## config.mk

```make
export PLATFORM = sky130hd
export DESIGN_NAME = boot_run_ctrl
export DESIGN_NICKNAME = d
export VERILOG_FILES = /design/src/rtl/boot_run_ctrl.sv
export SDC_FILE = /design/constraint.sdc
export NUM_CORES = 1
export LEC_CHECK = 0
export BUFFER_PORTS_ARGS = -buffer_cell sky130_fd_sc_hd__buf_2
export CORE_UTILIZATION = 46
export DETAILED_ROUTE_END_ITERATION = 8
export PLACE_DENSITY = 0.8
export SYNTH_ARGS = -nofsm -noshare
export SYNTH_HDL_FRONTEND = slang
export SYNTH_SLANG_ARGS = --single-unit
```

## constraint.sdc

```tcl
create_clock -name i_clk -period 3.35 [get_ports i_clk]
set_input_delay 0.335 -clock i_clk [delete_from_list [all_inputs] [get_ports i_clk]]
set_output_delay 0.335 -clock i_clk [all_outputs]
set_load 0.02 [all_outputs]
```

## src/rtl/boot_run_ctrl.sv

```systemverilog
// boot_run_ctrl: loads a program into memory, releases the CPU, and watches for halt or timeout (optional load checksum via BOOT_CHECKSUM_EN).
module boot_run_ctrl #(
    parameter int INSTRUCTION_WIDTH = 18,
    parameter int ADDRESS_BUS_WIDTH = 14,
    parameter int RUN_CYCLES = 50,
    parameter logic [INSTRUCTION_WIDTH-1:0] HALT_WORD = '1
) (
    input  logic                         i_clk,
    input  logic                         i_rst,
    input  logic                         i_start,
    input  logic                         i_load_valid,
    input  logic [INSTRUCTION_WIDTH-1:0] i_load_data,
    input  logic                         i_load_last,
    output logic                         o_load_ready,
    output logic                         o_mem_write,
    output logic [ADDRESS_BUS_WIDTH-1:0] o_mem_addr,
    output logic [INSTRUCTION_WIDTH-1:0] o_mem_wdata,
    output logic                         o_cpu_rst,
    input  logic [INSTRUCTION_WIDTH-1:0] i_instruction,
    output logic                         o_busy,
    output logic                         o_done,
    output logic                         o_timeout,
    output logic                         o_overflow,
    output logic                         o_checksum_err,
    output logic [31:0]                  o_cycle_count,
    output logic [ADDRESS_BUS_WIDTH:0]   o_load_count,
    input  logic [INSTRUCTION_WIDTH-1:0] i_expected_checksum
);
    typedef enum logic [2:0] {IDLE, LOAD, RELEASE, RUN, DONE} state_t;
    localparam logic [ADDRESS_BUS_WIDTH:0] LAST_ADDR = {1'b0, {ADDRESS_BUS_WIDTH{1'b1}}};
    state_t state_q, state_d;
    logic load_ready_q, load_ready_d, mem_write_q, mem_write_d, cpu_rst_q, cpu_rst_d;
    logic busy_q, busy_d, done_q, done_d, timeout_q, timeout_d, overflow_q, overflow_d;
    logic chk_err_q, chk_err_d;
    logic [ADDRESS_BUS_WIDTH-1:0] mem_addr_q, mem_addr_d;
    logic [INSTRUCTION_WIDTH-1:0] mem_wdata_q, mem_wdata_d, sum_q, sum_d, sum_next;
    logic [31:0] cycle_count_q, cycle_count_d;
    logic [ADDRESS_BUS_WIDTH:0] load_count_q, load_count_d;
    logic accept;
    always_comb begin
        state_d = state_q;
        mem_write_d = 1'b0;
        mem_addr_d = mem_addr_q;
        mem_wdata_d = mem_wdata_q;
        cycle_count_d = cycle_count_q;
        load_count_d = load_count_q;
        done_d = done_q;
        timeout_d = timeout_q;
        overflow_d = overflow_q;
        chk_err_d = chk_err_q;
        sum_d = sum_q;
        sum_next = sum_q + i_load_data;
        accept = state_q == LOAD && i_load_valid && load_ready_q;
        case (state_q)
            IDLE, DONE: if (i_start) begin
                state_d = LOAD;
                load_count_d = '0;
                done_d = 1'b0;
                timeout_d = 1'b0;
                overflow_d = 1'b0;
                chk_err_d = 1'b0;
                sum_d = '0;
            end
            LOAD: if (accept) begin
                mem_write_d = 1'b1;
                mem_addr_d = load_count_q[ADDRESS_BUS_WIDTH-1:0];
                mem_wdata_d = i_load_data;
                load_count_d = load_count_q + 1'b1;
                sum_d = sum_next;
                if (i_load_last || load_count_q == LAST_ADDR) begin
                    overflow_d = !i_load_last;
                    state_d = RELEASE;
                    cycle_count_d = '0;
`ifdef BOOT_CHECKSUM_EN
                    if (sum_next != i_expected_checksum) begin
                        state_d = DONE;
                        chk_err_d = 1'b1;
                        done_d = 1'b1;
                    end
`endif
                end
            end
            RELEASE: state_d = RUN;
            RUN: begin
                cycle_count_d = &cycle_count_q ? cycle_count_q : cycle_count_q + 32'd1;
                if (i_instruction == HALT_WORD) begin
                    state_d = DONE;
                    done_d = 1'b1;
                end else if (cycle_count_d >= 32'(RUN_CYCLES)) begin
                    state_d = DONE;
                    done_d = 1'b1;
                    timeout_d = 1'b1;
                end
            end
            default: state_d = IDLE;
        endcase
        cpu_rst_d = state_d != RUN;
        load_ready_d = state_d == LOAD;
        busy_d = state_d == LOAD || state_d == RELEASE || state_d == RUN;
    end
    always_ff @(posedge i_clk) begin
        if (i_rst) begin
            state_q <= IDLE;
            load_ready_q <= 1'b0;
            mem_write_q <= 1'b0;
            cpu_rst_q <= 1'b1;
            busy_q <= 1'b0;
            done_q <= 1'b0;
            timeout_q <= 1'b0;
            overflow_q <= 1'b0;
            chk_err_q <= 1'b0;
            mem_addr_q <= '0;
            mem_wdata_q <= '0;
            sum_q <= '0;
            cycle_count_q <= '0;
            load_count_q <= '0;
        end else begin
            state_q <= state_d;
            load_ready_q <= load_ready_d;
            mem_write_q <= mem_write_d;
            cpu_rst_q <= cpu_rst_d;
            busy_q <= busy_d;
            done_q <= done_d;
            timeout_q <= timeout_d;
            overflow_q <= overflow_d;
            chk_err_q <= chk_err_d;
            mem_addr_q <= mem_addr_d;
            mem_wdata_q <= mem_wdata_d;
            sum_q <= sum_d;
            cycle_count_q <= cycle_count_d;
            load_count_q <= load_count_d;
        end
    end
`ifdef BOOT_CHECKSUM_EN
    assign o_checksum_err = chk_err_q;
`else
    logic unused_checksum;
    assign unused_checksum = ^{i_expected_checksum, chk_err_q, sum_q};
    assign o_checksum_err = 1'b0;
`endif
    assign o_load_ready = load_ready_q;
    assign o_mem_write = mem_write_q;
    assign o_mem_addr = mem_addr_q;
    assign o_mem_wdata = mem_wdata_q;
    assign o_cpu_rst = cpu_rst_q;
    assign o_busy = busy_q;
    assign o_done = done_q;
    assign o_timeout = timeout_q;
    assign o_overflow = overflow_q;
    assign o_cycle_count = cycle_count_q;
    assign o_load_count = load_count_q;
endmodule
```

Word-level counts from Yosys, hierarchy flattened
Index checks and enable logic that the tools add are counted.
{"block": "op_classes", "bitwise": 1, "reduce_logical": 19, "n_addsub": 2, "n_eq_ne": 16, "mux": 23, "n_lt_le_gt_ge": 1}
{"op": "two-way mux 32 bit", "count": 3}
{"op": "one-hot mux 32 bit (2 select lines)", "count": 1}
{"op": "adder 32 x 1 -> 32 bit (second input constant)", "count": 1}
{"op": "greater-or-equal comparator 32 x 6 -> 1 bit (second input constant)", "count": 1}
{"op": "AND reduction 32 bit", "count": 1}
{"op": "two-way mux 15 bit", "count": 2}
{"op": "one-hot mux 15 bit (2 select lines)", "count": 1}
{"op": "equality test 18 bit (second input constant)", "count": 1}
{"op": "adder 15 x 1 -> 15 bit (second input constant)", "count": 1}
{"op": "equality test 15 x 14 -> 1 bit (second input constant)", "count": 1}
{"op": "two-way mux 3 bit", "count": 5}
{"op": "equality test 3 x 2 -> 1 bit (second input constant)", "count": 4}
{"op": "one-hot mux 3 bit (4 select lines)", "count": 1}
{"op": "AND reduction 3 bit", "count": 3}
{"op": "inequality test 2 bit (second input constant)", "count": 4}
{"op": "AND reduction 4 bit", "count": 2}
{"op": "two-way mux 1 bit", "count": 7}
{"op": "equality test 3 x 1 -> 1 bit (second input constant)", "count": 2}
{"op": "one-hot mux 1 bit (2 select lines)", "count": 3}
{"op": "nonzero test 2 bit", "count": 3}
{"op": "OR reduction 2 bit", "count": 2}
{"op": "equality test 3 bit (second input constant)", "count": 1}
{"op": "zero test 3 bit", "count": 1}
{"op": "logical OR 1 bit", "count": 3}
{"op": "other kinds (7)", "count": 8}
{"block": "word_totals", "regBits": 89, "inputBits": 59, "out_inout_bits": 87}

Depth between registers and ports, before layout
Gate-level depths: netlist of run 1.
{"block": "logic_depth", "word_depth": 9, "depth_mapped": 11, "depth_no_buf": 9}

Worst setup path before layout of run 1
No wires, ideal clock.
{"block": "synth_timing", "path_kind": "reg-to-reg", "startpoint": "register cycle_count_q[0], in the netlist o_cycle_count[0]", "endpoint": "register cpu_rst_q, in the netlist o_cpu_rst", "path_stages_with_launch": 12, "setup_slack_ns": 0.052, "path_buffers": 2, "t_arrival_ns": 3.178, "t_required_ns": 3.230, "path_cell_list": "dfxtp_1 ha_1 nand3_2 or2_1 clkbuf_2 or3_1 buf_2 or4_1 a211o_1 nor4_4 a21boi_2 or2_1"}
{"block": "synth_via", "elab_chain_cells": 7, "elab_cells_between_ends": 8, "classes_between": "1 x add/sub; 1 x order compare; 1 x eq/ne; 4 x mux; 1 x reduce/logical"}
{"element": "start: declaration", "line": "37", "source": "logic [31:0] cycle_count_q, cycle_count_d;"}
{"element": "start signal: assignment", "line": "130", "source": "cycle_count_q <= cycle_count_d;"}
{"element": "adder 32 x 1 -> 32 bit / AND reduction 32 bit (equally long branches)", "line": "85", "source": "cycle_count_d = &cycle_count_q ? cycle_count_q : cycle_count_q + 32'd1;"}
{"element": "two-way mux 32 bit (*)", "line": "85"}
{"element": "greater-or-equal comparator 32 x 6 -> 1 bit (*)", "line": "89", "source": "end else if (cycle_count_d >= 32'(RUN_CYCLES)) begin"}
{"element": "two-way mux 3 bit (*)", "line": "89"}
{"element": "two-way mux 3 bit (*)", "line": "86", "source": "if (i_instruction == HALT_WORD) begin"}
{"element": "one-hot mux 3 bit (4 select lines) (*)", "line": "54", "source": "case (state_q)"}
{"element": "inequality test 3 x 2 -> 1 bit (*)", "line": "97", "source": "cpu_rst_d = state_d != RUN;"}
{"element": "end signal: assignment", "line": "121", "source": "cpu_rst_q <= cpu_rst_d;"}
{"element": "end: declaration", "line": "32", "source": "logic load_ready_q, load_ready_d, mem_write_q, mem_write_d, cpu_rst_q, cpu_rst_d;"}
Mark *: on every way between the ends. The rest lies on a longest branch, timed or not.
A chain may end at the register's enable or synchronous reset.

Worst setup path in the final report of run 1
{"block": "layout_timing", "startpoint": "register cycle_count_q[1], in the netlist o_cycle_count[1]", "endpoint": "register cpu_rst_q, in the netlist o_cpu_rst"}
Same word-level chain as after synthesis.

==> results of run 1 <==
## power breakdown
group	internal (mW)	leakage (nW)	switching [mW]	total, mW
clock network	0.290	0.0926	0.431	0.721
logic	0.0369	1.36	0.0663	0.103
registers	1.07	0.718	0.00536	1.07
## worst paths after layout
check / slack, ns / start / end
worst min register to register: 0.46 / o_mem_addr[6] / o_mem_addr[6]
worst max-delay path: 0.16 / o_cycle_count[1] / o_cpu_rst
worst max register to register: 0.16 / o_cycle_count[1] / o_cpu_rst
worst min-delay path: 0.20 / i_load_data[8] / o_mem_wdata[8]
## cell type report
type / count / area share
multi-input combinational: 455 / 0.464
sequential: 89 / 0.322
timing repair buffer: 150 / 0.147
tap: 129 / 0.0292
clock buffer: 9 / 0.0224
clock inverter: 7 / 0.0129
inverter: 4 / 0.00272
## registers in the layout, summed over array words and instances, names as in the netlist
register and cells:
o_load_ready 1, o_timeout 1, o_mem_addr 14, o_cpu_rst 1, o_done 1, o_load_count 15, state_q 3, o_mem_write 1
o_overflow 1, o_busy 1, o_cycle_count 32, o_mem_wdata 18
## cells by family (layout without fill, tap and decap cells)
group	count (synthesis)	count (layout)	share of synthesized area
buf+inv	45	170	0.0407
flops	89	89	0.395
simple gates	284	284	0.306
mux	2	2	0.00471
fa+ha+maj	2	2	0.00554
compound gates	146	146	0.208
other cells	1	1	0.000831
xor+xnor	20	20	0.0388
## Yosys cell counts, drive strengths merged (2+ instances only)
cell	count	area [µm²]
a211oi	6	45.0
dfxtp	89	1780
buf	10	50.1
nor4	9	77.6
nor3b	2	15.0
or2	4	25.0
a31oi	5	31.3
o21a	4	30.0
and4	6	52.6
a311oi	19	166
and2	3	18.8
nand3b	2	15.0
o31a	2	17.5
nor3	19	95.1
a21oi	52	260
o21bai	2	15.0
o21ai	27	135
nand4	25	171
a22oi	7	52.6
xnor2	11	96.3
or3	8	55.1
and3	12	75.1
nand3	18	95.1
clkbuf	31	119
xor2	9	78.8
o31ai	5	37.5
nand2	104	390
ha	2	25.0
a31o	2	17.5
nor2	64	240
nand2b	3	18.8
or4	3	22.5
inv	4	15.0
o22ai	3	18.8
a2111oi	2	23.8
## repair_timing
item                       CTS  global route
setup endpoints to repair    0             3
buffers inserted             0             0
gates resized for setup      0             2
## per-stage QoR
step                      hold WS (ns)  setup slack (ns)  utilization
final                            0.203             0.162        0.590
after global placement           0.438             0.246        0.567
after floorplan                  0.471            0.0523            -
after detailed placement         0.444             0.169        0.567
after CTS                        0.195             0.154        0.588
after global routing             0.215            0.0287        0.590
## critical path: stages (launching register included)
cell      delay, ns
dfxtp_1        0.44
ha_2           0.28
nand3_2        0.15
or2_1          0.34
or3_1          0.41
or4_1          0.48
a211o_1        0.33
nor4_4         0.31
a21boi_2       0.12
or2_1          0.23
## layer usage
metal	vias to the layer above	share of wire
li1	2373	-
met1	2277	0.42
met2	224	0.49
met3	18	0.074
met4	0	0.015
met5	-	0
==> flow_summary_export.csv, run 1 <==
group,metric,value,unit
grt,busiest_layer,"met2",
worst_setup_path,crit_required,3.61,ns
floorplanning,die_x,101,µm
final_layout,diodes,0,
final_layout,design_area,0.00553,mm²
placed_design,dpl.hpwl,9260,µm
power,powerDensity,343,mW/mm²
grt,gr-total-overflow,0,
job,drv_cap,0,
grt,grt_pass1_vias,4394,
drt,vias_per_cell,5.80,
final_layout,drive_above_1_share,0.251,
synthesis,synthCells,589,
worst_setup_path,start_kind,"register",
synthesis,synth_edf_count,0,
power,power,1.90,mW
final_layout,fillers,900,
cts,cts_hold_buf,0,
grt,use_met2,0.422,
floorplanning,die_area,0.0102,mm²
final_layout,final_common_cell,"buf_2",
timing,setup_viol,0,
timing,slew_headroom,0.316,
cts,cts_made_buffers,9,
cts,cts_tree,"done",
floorplanning,die_height,101,µm
final_layout,final_nets,770,
floorplanning,start_util,0.482,
synthesis,netlist_area,0.00451,mm²
placed_design,gp_congestion,0.959,
cts,clk-insertion-delay-late,0.37,ns
synthesis,seq_area_frac_synth,0.395,
cts,clk_transition_reported_paths,0.10,ns
final_layout,area_growth,22.5,%
timing,finalSetupTns,0,ns
synthesis,synth-main-ff-cell,"dfxtp_1",
grt,grt_first_pass_wirelength,20500,µm
timing,drv_slew,0,
synthesis,syn_avg_cell_area,7.66,µm²
worst_setup_path,worstSetupPathType,"reg -> reg",
placed_design,place_area,0.00532,mm²
power,peakVddDrop,0.000185,V
timing,clock_skew,0.0147,ns
final_layout,seq_area,0.00178,mm²
grt,grt.total_usage,0.251,
power,p_leak,2.17,nW
final_layout,final_cell_mix,"126 x buf_2, 104 x nand2_1, 89 x dfxtp_1",
final_layout,final_cell_count_no_fill,843,
placed_design,dpl.cell_count,827,
drt,drc,0,
timing,min_period_over_period,0.952,
cts,cts_max_level,3,
synthesis,synth-seq-cells,89,
drt,drt-pass1-iter-count,5,
grt,antenna_found_initial,0,
timing,rsz0062_at_grt,"false",
drt,routedWlPerCell,15.2,µm
synthesis,synthArstFlopShare,0,
cts,clock-sinks,89,
placed_design,io_buffers,126,
grt,grt.met1_usage,0.323,
outcome,status,"completed",
drt,num_vias,4892,
grt,grt_use_met3,0.0395,
final_layout,multi_input_area,0.00256,mm²
worst_setup_path,path_max_fanout,6,
timing,final_hold_viol_count,0,
worst_setup_path,end_kind,"register",
timing,fmax,0.314,GHz
worst_setup_path,r2r_cells,9,
synthesis,synth_cell_types,62,
synthesis,ys_warn_count,0,
cts,cts_root_buf,"clkbuf_8",
drt,wl,12800,µm
floorplanning,rows,35,
hold_path,hp-class,"in -> reg",
floorplanning,core-area,0.00937,mm²
cts,ctsLongestPathBuffers,2,
floorplanning,ios,146,
hold_path,whs_path_depth,3,
drt,drtIter0Drc,334,
drt,ant_nets,0,
synthesis,synthesis.nets,650,
worst_setup_path,arrival,3.45,ns
timing,finalCriticalPeriod,3.19,ns
grt,grt_max_degree,43,
timing,worstMarginPinSlew,1.03,ns
Power figures use the tool's default switching activity.
==> run 2: changes to the inputs <==
Settings changed: CORE_UTILIZATION 46 to 50, PLACE_DENSITY 0.8 to 0.83, SETUP_SLACK_MARGIN set to 0.3.
Clock period 3.35 ns to 3.5 ns, I/O delays scaled along.
==> flow_summary_export.csv, run 2 (synthesized netlist as in run 1, its figures left out) <==
group,metric,value,unit
power,p_sw,482,µW
timing,final_hold_viol_count,0,
final_layout,final_cell_count_no_fill,820,
worst_setup_path,arrival,3.36,ns
job,drv_cap,0,
worst_setup_path,worstSetupPathType,"reg -> reg",
hold_path,whs_path_depth,3,
final_layout,seq_area,0.00180,mm²
timing,min_period_over_period,0.887,
final_layout,multi_input_area,0.00259,mm²
grt,gr-total-overflow,0,
placed_design,dpl.cell_count,804,
cts,clk_transition_reported_paths,0.10,ns
final_layout,final_common_cell,"buf_2",
timing,drv_slew,0,
final_layout,diodes,0,
grt,antenna_found_initial,0,
timing,clock_skew,0.0108,ns
power,clkPwrFrac,0.379,
timing,finalCriticalPeriod,3.11,ns
floorplanning,die_area,0.00941,mm²
final_layout,largest_register_ffs,32,
cts,cts_root_buf,"clkbuf_8",
hold_path,hp-class,"in -> reg",
grt,grt_max_degree,44,
worst_setup_path,rrSetupSlack,0.39,ns
placed_design,dpl.hpwl,9310,µm
power,peakVddDrop,0.000232,V
cts,cts_hold_buf,0,
floorplanning,rows,34,
timing,slew_headroom,0.282,
floorplanning,die_height,97.0,µm
timing,setup_viol,0,
final_layout,area_growth,22.3,%
drt,num_vias,4888,
drt,vias_per_cell,5.96,
final_layout,final_nets,768,
worst_setup_path,end_kind,"register",
final_layout,fillers,799,
power,internal_power,1.33,mW
drt,drc,0,
placed_design,io_buffers,126,
hold_path,hold_end,"o_mem_wdata[10]",
cts,cts_max_level,3,
hold_path,min-delay-start,"i_load_data[10]",
timing,rsz0062_at_grt,"false",
drt,ant_nets,0,
power,p_comb_frac,0.054,
worst_setup_path,r2r-start,"o_cycle_count[0]",
worst_setup_path,path_max_fanout,8,
cts,cts_tree,"done",
drt,wl,13100,µm
worst_setup_path,crit_required,3.75,ns
cts,clock-sinks,89,
timing,finalSetupTns,0,ns
floorplanning,start_util,0.518,
drt,drt-pass1-iter-count,6,
worst_setup_path,r2r_end,"o_cpu_rst",
grt,grt_first_pass_wirelength,21000,µm
placed_design,gp_congestion,0.958,
floorplanning,ios,146,
timing,fmax,0.322,GHz
worst_setup_path,r2r_cells,9,
cts,clk-insertion-delay-late,0.36,ns
final_layout,drive_above_1_share,0.264,
power,p_seq_frac,0.567,
power,swShare,0.267,
floorplanning,core-area,0.00872,mm²
drt,drtIter0Drc,358,
power,powerDensity,327,mW/mm²
cts,cts_made_buffers,9,
timing,worstMarginPinSlew,1.08,ns
drt,routedWlPerCell,15.9,µm
worst_setup_path,start_kind,"register",
cts,ctsLongestPathBuffers,2,
power,p_leak,2.17,nW
final_layout,final_cell_mix,"126 x buf_2, 104 x nand2_1, 81 x dfxtp_1",
floorplanning,die_x,97.0,µm
outcome,status,"completed",
grt,grt_pass1_vias,4450,
grt,grt.total_usage,0.270,
==> run 2: cell count changes in the layout (fill, tap and decap cells not counted), sizes merged <==
cell | before | now
clkinv | 2 | 3
clkinvlp | 2 | 1
buf | 150 | 148
==> run 2: metal layers <==
| layer | GRT usage | vias up | share of wire | wire length [µm] |
|---|---|---|---|---|
| li1 | - | 2362 | - | - |
| met1 | 0.358 | 2292 | 0.43 | 5590 |
| met2 | 0.447 | 212 | 0.48 | 6280 |
| met3 | 0.0354 | 22 | 0.072 | 947 |
| met4 | 0.104 | 0 | 0.019 | 250 |
| met5 | 0 | - | 0 | 0 |
==> run 2: critical path, stage by stage, from the launching register on <==
cell	delay (ns)
dfxtp_4	0.40
ha_4	0.18
nand3_2	0.13
or2_1	0.31
or3_4	0.44
or4_1	0.51
a211o_4	0.38
nor4_4	0.31
a21boi_2	0.12
or2_1	0.22
==> run 2: repair_timing <==
| action | in CTS | in global routing |
|---|---|---|
| gates cloned | 0 | 0 |
| endpoints found under the hold margin | 0 | 0 |
| pin swaps | 0 | 1 |
| endpoints found under the setup margin | 1 | 7 |
| resized for setup | 1 | 12 |
| buffers inserted | 0 | 0 |
==> run 2: worst max-delay path by stage <==
stage | start | to | slack [ns] | cells after the start
2_1_floorplan | o_cycle_count[0] | o_cpu_rst | 0.35 | 11
4_1_cts | o_cycle_count[0] | o_cpu_rst | 0.31 | 9
5_1_grt | o_cycle_count[0] | o_cpu_rst | 0.31 | 9
3_3_place_gp | o_cycle_count[11] | o_cpu_rst | 0.38 | 8
6_report | o_cycle_count[0] | o_cpu_rst | 0.39 | 9
3_5_place_dp | o_cycle_count[11] | o_cpu_rst | 0.32 | 8
==> run 2: final cells by class <==
class / instances / area share
clock inverters: 7 / 0.0116
flip-flops and latches: 89 / 0.325
multi-input cells: 455 / 0.469
repair buffers: 148 / 0.144
clock buffers: 9 / 0.0224
inverters: 4 / 0.00272
well taps: 108 / 0.0245
==> run 2: metrics by stage <==
stage / setup WS [ns] / hold slack [ns] / power (mW) / cell area, µm² / util
after floorplan: 0.347 / 0.486 / 1.11 / 4520 / -
after global placement: 0.375 / 0.438 / 1.14 / 5280 / 0.606
after detailed placement: 0.323 / 0.445 / 1.15 / 5280 / 0.606
after CTS: 0.314 / 0.206 / 1.82 / 5470 / 0.627
after global routing: 0.311 / 0.217 / 1.86 / 5520 / 0.633
final: 0.394 / 0.216 / 1.81 / 5520 / 0.633
==> run 2: power by group through the flow <==
| stage | registers (mW) | clock network, mW | logic [mW] |
|---|---|---|---|
| floorplan | 1.06 | 0 | 0.0470 |
| global placement | 1.05 | 0 | 0.0955 |
| detailed placement | 1.05 | 0 | 0.0978 |
| CTS | 1.03 | 0.695 | 0.0981 |
| global route | 1.03 | 0.726 | 0.107 |
| finish | 1.02 | 0.685 | 0.0979 |
==> run 3: changes to the inputs <==
Settings changed: RECOVER_POWER set to 100.
==> flow_summary_export.csv, run 3 (synthesized netlist as in run 1, its figures left out) <==
group,metric,value,unit
placed_design,gp_congestion,0.958,
final_layout,fillers,860,
grt,gr-total-overflow,0,
cts,ctsLongestPathBuffers,2,
timing,clock_skew,0.0103,ns
timing,min_period_over_period,0.905,
floorplanning,die_x,97.0,µm
cts,clk_transition_reported_paths,0.10,ns
final_layout,seq_area,0.00179,mm²
worst_setup_path,r2r_cells,8,
placed_design,dpl.hpwl,9310,µm
worst_setup_path,end_kind,"register",
power,powerDensity,336,mW/mm²
final_layout,final_common_cell,"nand2_1",
timing,fmax,0.316,GHz
hold_path,hp-class,"in -> reg",
cts,cts_setup_buffers,0,
worst_setup_path,start_kind,"register",
cts,cts_max_level,3,
drt,wl,13100,µm
drt,routedWlPerCell,16.0,µm
cts,clock-sinks,89,
worst_setup_path,r2r_end,"o_cpu_rst",
drt,routed-wl-met2,6310,µm
outcome,status,"completed",
final_layout,design_area,0.00537,mm²
timing,whs,0.218,ns
floorplanning,ios,146,
timing,finalCriticalPeriod,3.17,ns
placed_design,place_area,0.00528,mm²
floorplanning,die_height,97.0,µm
grt,grt_max_degree,44,
grt,antenna_found_initial,0,
final_layout,largest_register_ffs,32,
hold_path,hold_end,"o_mem_wdata[10]",
drt,drc,0,
timing,worstMarginPinSlew,1.36,ns
timing,drv_slew,0,
floorplanning,start_util,0.518,
final_layout,drive_above_1_share,0.135,
worst_setup_path,r2r-start,"o_cycle_count[11]",
power,peakVddDrop,0.000233,V
drt,drtIter0Drc,286,
drt,met3_length,920,µm
cts,cts_root_buf,"clkbuf_8",
placed_design,io_buffers,126,
final_layout,area_growth,19.0,%
placed_design,pre_cts_ws,0.323,ns
timing,rsz0062_at_grt,"false",
grt,grt_pass1_vias,4450,
worst_setup_path,path_max_fanout,8,
final_layout,utilization,0.616,
worst_setup_path,arrival,3.42,ns
final_layout,multi_input_area,0.00258,mm²
timing,final_hold_viol_count,0,
worst_setup_path,crit_required,3.75,ns
floorplanning,core-area,0.00872,mm²
final_layout,final_cell_mix,"104 x nand2_1, 87 x dfxtp_1, 84 x clkbuf_1",
floorplanning,die_area,0.00941,mm²
cts,cts_tree,"done",
final_layout,diodes,0,
grt,grt.total_usage,0.270,
drt,drt-pass1-iter-count,5,
drt,wl_met1,5660,µm
grt,grt_first_pass_wirelength,21000,µm
cts,cts_hold_buf,0,
floorplanning,rows,34,
drt,highest_layer,"met4",
drt,ant_nets,0,
worst_setup_path,worstSetupPathType,"reg -> reg",
job,drv_cap,0,
final_layout,final_nets,768,
hold_path,whs_path_depth,3,
timing,slew_headroom,0.0948,
timing,fin_ws,0.333,ns
cts,cts_made_buffers,9,
cts,clk-insertion-delay-late,0.36,ns
hold_path,min-delay-start,"i_load_data[10]",
timing,finalSetupTns,0,ns
drt,num_vias,4907,
timing,setup_viol,0,
worst_setup_path,rrSetupSlack,0.33,ns
drt,vias_per_cell,5.98,
power,p_leak,1.80,nW
-- run 3: cell count changes in the layout (fill, tap and decap cells not counted) --
cell | previous run | this run
a211o_1 | 0 | 1
a211o_4 | 1 | 0
buf_2 | 126 | 51
buf_4 | 22 | 13
clkbuf_1 | 0 | 84
dfxtp_1 | 81 | 87
dfxtp_2 | 6 | 0
nor4_1 | 7 | 8
nor4_2 | 1 | 0
o21ai_0 | 25 | 26
o21ai_1 | 2 | 1
-- run 3: metrics by stage --
step | instances | power (mW)
finish | 820 | 1.80
global route | 820 | 1.86
CTS | 820 | 1.82
detailed placement | 804 | 1.15
global placement | 804 | 1.14
floorplan | 589 | 1.11
-- run 3: area by class of cell --
cell class | count | area share
inverter | 4 | 0.00279
clock buffer | 9 | 0.0231
clock inverter | 7 | 0.0119
multi-input combinational | 455 | 0.480
sequential | 89 | 0.333
timing repair buffer | 148 | 0.124
tap | 108 | 0.0252
-- run 3: worst max path at each step --
stage                 startpoint  cells past startpoint         to  slack (ns)
6_report       o_cycle_count[11]                      8  o_cpu_rst        0.33
5_1_grt        o_cycle_count[18]                      9  o_timeout        0.20
4_1_cts         o_cycle_count[0]                      9  o_cpu_rst        0.31
3_5_place_dp   o_cycle_count[11]                      8  o_cpu_rst        0.32
3_3_place_gp   o_cycle_count[11]                      8  o_cpu_rst        0.38
2_1_floorplan   o_cycle_count[0]                     11  o_cpu_rst        0.35
-- run 3: metal layers --
layer,vias up,track usage
li1,2365,-
met1,2301,0.358
met2,219,0.447
met3,22,0.0354
met4,0,0.104
met5,-,0
-- run 3: timing repair --
| item | 4_1_cts | 5_1_grt |
|---|---|---|
| pin swaps | 0 | 1 |
| resized for setup | 1 | 12 |
| endpoints found under the setup margin | 1 | 7 |
-- run 3: worst max-delay path, cell delays in order, from the launching register on --
cell	delay (ns)
dfxtp_1	0.52
nand4_4	0.18
or3_4	0.42
or3_4	0.42
or4_1	0.49
a211o_1	0.36
nor4_4	0.33
a21boi_2	0.12
or2_1	0.22
-- run 3: where the power goes --
group | total, mW | switching, mW | internal [mW]
registers | 1.03 | 0.00570 | 1.02
clock network | 0.683 | 0.411 | 0.272
logic | 0.0957 | 0.0639 | 0.0318
total | 1.80 | 0.481 | 1.32
